===== config.mk =====
export PLATFORM = sky130hd
export DESIGN_NAME = mult_div_unit
export DESIGN_NICKNAME = d
export VERILOG_FILES = /design/src/rtl/mult_div_unit.sv
export SDC_FILE = /design/constraint.sdc
export NUM_CORES = 1
export LEC_CHECK = 0
export ABC_AREA = 1
export CAP_MARGIN = 40
export CORE_UTILIZATION = 35
export CTS_CLUSTER_SIZE = 14
export DETAILED_ROUTE_END_ITERATION = 8
export HOLD_SLACK_MARGIN = 0.15
export SLEW_MARGIN = 40
export SYNTH_ARGS = -nofsm -noshare
export SYNTH_HDL_FRONTEND = slang
export SYNTH_SLANG_ARGS = --single-unit

===== constraint.sdc =====
create_clock -name i_clk -period 4.3 [get_ports i_clk]
set_input_delay 0.86 -clock i_clk [delete_from_list [all_inputs] [get_ports i_clk]]
set_output_delay 0.86 -clock i_clk [all_outputs]
set_load 0.01 [all_outputs]

===== src/rtl/mult_div_unit.sv =====
// Multi-cycle WIDTH-bit multiply/divide unit holding the HI/LO registers.
// Optional signed operation is enabled by defining SIGNED_MD_EN.
module mult_div_unit #(
  parameter int WIDTH = 16
) (
  input  logic             i_clk,
  input  logic             i_rst_n,
  input  logic             i_start,
  input  logic             i_op,
  input  logic             i_signed,
  input  logic [WIDTH-1:0] i_ain,
  input  logic [WIDTH-1:0] i_bin,
  input  logic             i_read_hi,
  output logic             o_busy,
  output logic             o_done,
  output logic             o_div_by_zero,
  output logic [WIDTH-1:0] o_hi,
  output logic [WIDTH-1:0] o_lo,
  output logic [WIDTH-1:0] o_result
);

  localparam int CW = $clog2(WIDTH + 1);

  typedef enum logic [1:0] {S_IDLE, S_MUL, S_DIV, S_FIN} state_t;

  state_t             r_state, w_state_nxt;
  logic [WIDTH-1:0]   r_a, r_b;
  logic [2*WIDTH-1:0] r_p;
  logic [CW-1:0]      r_cnt;
  logic               r_neg_p, r_neg_r;
  logic [WIDTH-1:0]   r_hi, r_lo;
  logic               r_dbz;

  logic               w_sgn;
  logic [WIDTH:0]     w_mul_sum;
  logic [2*WIDTH-1:0] w_mul_nxt, w_prod;
  logic [WIDTH:0]     w_div_shift, w_div_diff;
  logic [2*WIDTH-1:0] w_div_nxt;
  logic [WIDTH-1:0]   w_quo, w_rem, w_a_orig;
  logic               w_last, w_div_zero;

  function automatic logic [WIDTH-1:0] f_neg(input logic [WIDTH-1:0] x, input logic neg);
    return neg ? (~x + 1'b1) : x;
  endfunction

  function automatic logic [2*WIDTH-1:0] f_neg2(input logic [2*WIDTH-1:0] x, input logic neg);
    return neg ? (~x + 1'b1) : x;
  endfunction

`ifdef SIGNED_MD_EN
  assign w_sgn = i_signed;
`else
  logic w_unused_signed;
  assign w_unused_signed = i_signed;
  assign w_sgn           = 1'b0;
`endif

  // Shift-add step: r_p holds {partial high half, remaining multiplier bits}.
  assign w_mul_sum = {1'b0, r_p[2*WIDTH-1:WIDTH]} + (r_p[0] ? {1'b0, r_a} : {(WIDTH+1){1'b0}});
  assign w_mul_nxt = {w_mul_sum, r_p[WIDTH-1:1]};

  // Restoring step: r_p holds {partial remainder, dividend bits becoming quotient}.
  assign w_div_shift = r_p[2*WIDTH-1:WIDTH-1];
  assign w_div_diff  = w_div_shift - {1'b0, r_b};
  assign w_div_nxt   = w_div_diff[WIDTH]
                     ? {w_div_shift[WIDTH-1:0], r_p[WIDTH-2:0], 1'b0}
                     : {w_div_diff[WIDTH-1:0],  r_p[WIDTH-2:0], 1'b1};

  assign w_prod     = f_neg2(w_mul_nxt, r_neg_p);
  assign w_quo      = f_neg(w_div_nxt[WIDTH-1:0], r_neg_p);
  assign w_rem      = f_neg(w_div_nxt[2*WIDTH-1:WIDTH], r_neg_r);
  assign w_a_orig   = f_neg(r_a, r_neg_r);
  assign w_last     = (r_cnt == CW'(WIDTH - 1));
  assign w_div_zero = (r_b == '0);

  always_ff @(posedge i_clk or negedge i_rst_n) begin
    if (!i_rst_n) begin
      r_state <= S_IDLE;
      r_a     <= '0;
      r_b     <= '0;
      r_p     <= '0;
      r_cnt   <= '0;
      r_neg_p <= 1'b0;
      r_neg_r <= 1'b0;
      r_hi    <= '0;
      r_lo    <= '0;
      r_dbz   <= 1'b0;
    end else begin
      r_state <= w_state_nxt;
      case (r_state)
        S_IDLE: begin
          if (i_start) begin
            r_a     <= f_neg(i_ain, w_sgn & i_ain[WIDTH-1]);
            r_b     <= f_neg(i_bin, w_sgn & i_bin[WIDTH-1]);
            r_p     <= {{WIDTH{1'b0}}, (i_op ? f_neg(i_ain, w_sgn & i_ain[WIDTH-1])
                                             : f_neg(i_bin, w_sgn & i_bin[WIDTH-1]))};
            r_cnt   <= '0;
            r_neg_p <= w_sgn & (i_ain[WIDTH-1] ^ i_bin[WIDTH-1]);
            r_neg_r <= w_sgn & i_ain[WIDTH-1];
          end
        end
        S_MUL: begin
          r_p   <= w_mul_nxt;
          r_cnt <= r_cnt + CW'(1);
          if (w_last) begin
            r_hi  <= w_prod[2*WIDTH-1:WIDTH];
            r_lo  <= w_prod[WIDTH-1:0];
            r_dbz <= 1'b0;
          end
        end
        S_DIV: begin
          if (w_div_zero) begin
            r_hi  <= w_a_orig;
            r_lo  <= '1;
            r_dbz <= 1'b1;
          end else begin
            r_p   <= w_div_nxt;
            r_cnt <= r_cnt + CW'(1);
            if (w_last) begin
              r_hi  <= w_rem;
              r_lo  <= w_quo;
              r_dbz <= 1'b0;
            end
          end
        end
        default: ;
      endcase
    end
  end

  always_comb begin
    w_state_nxt = r_state;
    o_busy      = 1'b0;
    o_done      = 1'b0;
    case (r_state)
      S_IDLE: if (i_start) w_state_nxt = i_op ? S_DIV : S_MUL;
      S_MUL: begin
        o_busy = 1'b1;
        if (w_last) w_state_nxt = S_FIN;
      end
      S_DIV: begin
        o_busy = 1'b1;
        if (w_div_zero || w_last) w_state_nxt = S_FIN;
      end
      S_FIN: begin
        o_done      = 1'b1;
        w_state_nxt = S_IDLE;
      end
      default: w_state_nxt = S_IDLE;
    endcase
  end

  assign o_hi          = r_hi;
  assign o_lo          = r_lo;
  assign o_div_by_zero = r_dbz;
  assign o_result      = i_read_hi ? r_hi : r_lo;

endmodule


# Word-level counts from Yosys, hierarchy flattened
# Cells that the tools add are included.
# Widths: inputs -> output; s select.
[totals]
regBits = 104
in_bits = 38
output_inout_bits = 51
wordCells = 58
[classes]
addsub = 3
n_eq_ne = 9
muxes = 28
n_reduce_logical = 10
[ops]
columns = ["op", "count"]
rows = [
  ["$mux 16", 9],
  ["$mux 32", 3],
  ["$pmux 32 s3", 1],
  ["$pmux 16 s2", 2],
  ["$add 16x16->17", 1],
  ["$sub 17x16->17", 1],
  ["$logic_not 16->1", 1],
  ["$pmux 5 s3", 1],
  ["$mux 5", 2],
  ["$reduce_and 3->1", 3],
  ["$mux 2", 4],
  ["$ne 2x2->1 const B", 4],
  ["$pmux 2 s4", 1],
  ["$add 5x1->5 const B", 1],
  ["$eq 5x4->1 const B", 1],
  ["$eq 2x2->1 const B", 2],
  ["$mux 1", 4],
  ["$ne 3x3->1 const B", 1],
  ["$reduce_bool 3->1", 1],
  ["$eq 2x1->1 const B", 1],
  ["$logic_not 2->1", 1],
  ["$pmux 1 s2", 1],
  ["$reduce_and 2->1", 1],
  ["$reduce_bool 2->1", 1],
  ["other kinds (2)", 2],
]

# Longest topological paths before layout
[depth]
depth_word = 5
mapped_depth = 18
ltp_nobuf = 18

# Worst setup path before layout
# Ideal clock, no wire load.
[synth_timing]
kind = "register to register"
startpoint = "register r_p[0]"
endpoint = "register r_hi[7], in the netlist o_hi[7]"
setup_ns = 0.120
arrival_ns = 2.153
required_time_ns = 4.180
path_slack_ns = 2.027
stages_incl_launch_ff = 15
path_buffers = 2
period_less_slack_ns = 2.273
path_cell_list = "dfrtp_1 > clkbuf_1 > clkbuf_1 > nand2_1 > inv_1 > ha_1 > nand2_1 > or2_2 > nand3_1 > nand2_1 > nand2_1 > xor2_1 > nor2_1 > nor2_1 > a21oi_2"
[synth_between]
elab_chain_len = 4
[synth_lines]
columns = ["element", "line_no", "rtl"]
rows = [
  ["from (decl)", "28", "logic [2*WIDTH-1:0] r_p;"],
  ["from (signal assigned)", "95", "r_p <= {{WIDTH{1'b0}}, (i_op ? f_neg(i_ain, w_sgn & i_ain[WIDTH-1])"],
  ["from (signal assigned)", "103", "r_p <= w_mul_nxt;"],
  ["from (signal assigned)", "117", "r_p <= w_div_nxt;"],
  ["$mux 16", "59", "assign w_mul_sum = {1'b0, r_p[2*WIDTH-1:WIDTH]} + (r_p[0] ? {1'b0, r_a} : {(WIDTH+1){1'b0}});"],
  ["$add 16x16->17", "59", ""],
  ["$mux 16", "105", "if (w_last) begin"],
  ["$pmux 16 s2", "90", "case (r_state)"],
  ["to (signal assigned)", "106", "r_hi <= w_prod[2*WIDTH-1:WIDTH];"],
  ["to (signal assigned)", "113", "r_hi <= w_a_orig;"],
  ["to (signal assigned)", "120", "r_hi <= w_rem;"],
  ["to (decl)", "31", "logic [WIDTH-1:0] r_hi, r_lo;"],
]
# Every way passes these cells. The select of a mux whose other input is x is not followed.
# A chain may end at the register's enable or synchronous reset.

# Worst setup path in the final report
[layout_timing]
startpoint = "input port i_read_hi"
endpoint = "output port o_result[5]"
[layout_between]
elab_chain_len = 1
[layout_lines]
columns = ["element", "line_no", "rtl"]
rows = [
  ["from (decl)", "13", "input logic i_read_hi,"],
  ["$mux 16", "156", "assign o_result = i_read_hi ? r_hi : r_lo;"],
  ["to (decl)", "19", "output logic [WIDTH-1:0] o_result"],
]
# Every way passes these cells.

==> flow_summary.ini <==
[outcome]
outcome = finished, final reports clean

[sta]
max_slew_margin_pct = 48.24
layout_setup_ws_ns = 0.8304
skew_ns = 0.01752
setup_viol = 0
layout_min_cycle_time_ns = 3.470
hold_viol = 0
tightestPinTransition_ns = 0.7745
finalSetupTns_ns = 0
slew_violations = 0
fin_crit_sh_pct = 80.69
maxClockFrequency_mhz = 288.2
rsz0062_at_grt = no

[clock_network]
worstSkewPairLatency_ns = 0.36
cts_buffers = 9
clockBufferDepth = 2
ctsResizeCount = 0
post_cts_buffers = 0
cts_sinks = 104
cts_root_buf = clkbuf_16
cts_hold_buf = 0
htree_levels = 3
clkTransAtPathRegs_ns = 0.08
cts_tree = yes

[detailed_routing]
drtIter0Drc = 517
final_antenna_net_count = 0
via_per_inst = 4.981
first_pass_iters = 5
vias = 7436
drc_errors = 0
drt-total-wl_um = 24010
routedWlPerCell_um = 16.08

[finish]
fin_nets = 1286
fillers = 2323
drive_gt1_share_pct = 6.766
area_growth_pct = 17.49
stdcell_count = 1493

[synthesis]
ys_top_cells_by_count = nand2_1, inv_1, dfrtp_1
synth_top_area_share_pct = 33.45
synth_edf_count = 0
synth.distinct_cells = 45
yosysTopAreaCell = dfrtp_1
async_reset_ff_share_pct = 100.0
synth-seq-cells = 104
synthesis.area_um2 = 7781
syn_avg_cell_area_um2 = 6.796
synth_seq_area_share_pct = 33.45
synth_warnings = 0
yosys-top-cells-area = dfrtp_1, nand2_1, inv_1
synth.most_common_cell = nand2_1
synthCells = 1145
ys.flop_type = dfrtp_1
syn-num-nets = 1224

[min_path]
hold_class = flip-flop to flip-flop
hold_depth = 2

[worst_setup_path]
critPathCaptureType = primary output
startpoint_type = input port
reg2regPathDepth = 9
cp.required_ns = 3.44
crit_arrival_ns = 2.61
critPathMaxFanout = 18
path_class = input port to primary output

[die]
initial_core_util_pct = 35.66
core-area_um2 = 21820
dieArea_um2 = 22830
rows = 54
pin_count = 89
fp.dieH_um = 151.1
die_x_um = 151.1

[grt]
antenna_found_initial = 0
grt_max_degree = 56
grt_usage_pct = 22.17
gr-total-overflow = 0
grt_pass1_wl_um = 38050
grt_pass1_vias = 6985

[pwr]
p_leak_nw = 4.658
power.density_nw_per_um2 = 698.7
irDropWorstVdd_uv = 725.0

[placed_design]
portBuffers = 87
place_inst = 1476
dp_hpwl_um = 19010
pre_cts_ws_ns = 0.8007
gp_congestion = 0.9308

[flow_run]
cap_violations = 0
## final timing paths
kind,from,end,slack [ns]
max in group asynchronous,i_rst_n,r_p[31]$_DFFE_PN0P_,2.90
setup reg to reg,r_b[6]$_DFFE_PN0P_,r_p[1]$_DFFE_PN0P_,1.09
hold reg to reg,r_b[10]$_DFFE_PN0P_,r_b[10]$_DFFE_PN0P_,0.50
hold / removal,r_b[10]$_DFFE_PN0P_,r_b[10]$_DFFE_PN0P_,0.50
min in group asynchronous,i_rst_n,r_p[6]$_DFFE_PN0P_,0.53
setup / recovery,i_read_hi,o_result[5],0.83
## per-stage QoR
step	instance area, um2	utilization (%)	hold WS, ns	power, mW
2_1_floorplan	7781	-	0.4530	4.245
3_3_place_gp	8841	40.51	0.4691	5.495
3_5_place_dp	8836	40.49	0.4766	5.539
4_1_cts	9140	41.88	0.4978	6.409
5_1_grt	9140	41.88	0.5194	6.969
6_report	9143	41.89	0.4961	6.388
## cells by family after synthesis
family / after synthesis / share of synthesized area [%]
AND/OR/NAND/NOR: 531 / 29.02
buffers and inverters: 225 / 11.67
AO/OA/AOI/OAI: 218 / 15.89
flip-flops: 104 / 33.45
adder cells (fa/ha/maj): 41 / 6.786
XOR/XNOR: 17 / 1.913
multiplexers: 9 / 1.270
## registers in the layout, summed over array words and instances, names as in the netlist
signal / count
o_div_by_zero: 1
o_hi: 16
o_lo: 16
r_a: 16
r_b: 16
r_cnt: 5
r_p: 32
r_state: 2
## worst max-delay path: stages
cell             delay, ns
clkdlybuf4s50_1       0.76
buf_4                 0.28
nand2_1               0.06
o21ai_0               0.08
clkdlybuf4s50_1       0.56
## final cells by class
| cell class | instances | area, um2 | area share [%] |
|---|---|---|---|
| clock inverters | 6 | 65.06 | 0.7116 |
| flip-flops and latches | 104 | 2603 | 28.47 |
| inverters | 179 | 671.9 | 7.349 |
| multi-input cells | 816 | 4273 | 46.74 |
| well taps | 280 | 350.3 | 3.832 |
| diodes | 1 | 2.502 | 0.02737 |
| clock buffers | 10 | 239.0 | 2.614 |
| repair buffers | 97 | 938.4 | 10.26 |
## power breakdown
part           leakage, nW  total (mW)  internal (mW)  switching [mW]
clock                0.151       0.852          0.429           0.423
sequential            1.30        1.78           1.41           0.377
combinational         3.20        3.75           1.41            2.34
total                 4.66        6.39           3.25            3.14
## layer usage
metal	wire length, um	vias up	GRT usage (%)	part of all wire (%)
met5	0	-	0	0
met4	500	0	6.000	2.1
met3	1058	25	2.771	4.4
met2	10930	172	35.32	45
met1	11530	3471	31.47	48
li1	-	3768	-	-
## cell usage in the layout, fill, tap and decap left out, types with 17 or more instances in the layout
cell type        synthesis  routed
nand2_1                340     340
inv_1                  176     175
dfrtp_1                104     104
o21ai_0                102     102
clkdlybuf4s50_1          0      85
nor2_1                  76      76
nand3_1                 63      63
a21oi_1                 44      44
ha_1                    39      38
o211ai_1                17      17
Note: power is estimated with default switching activity, not from simulation.
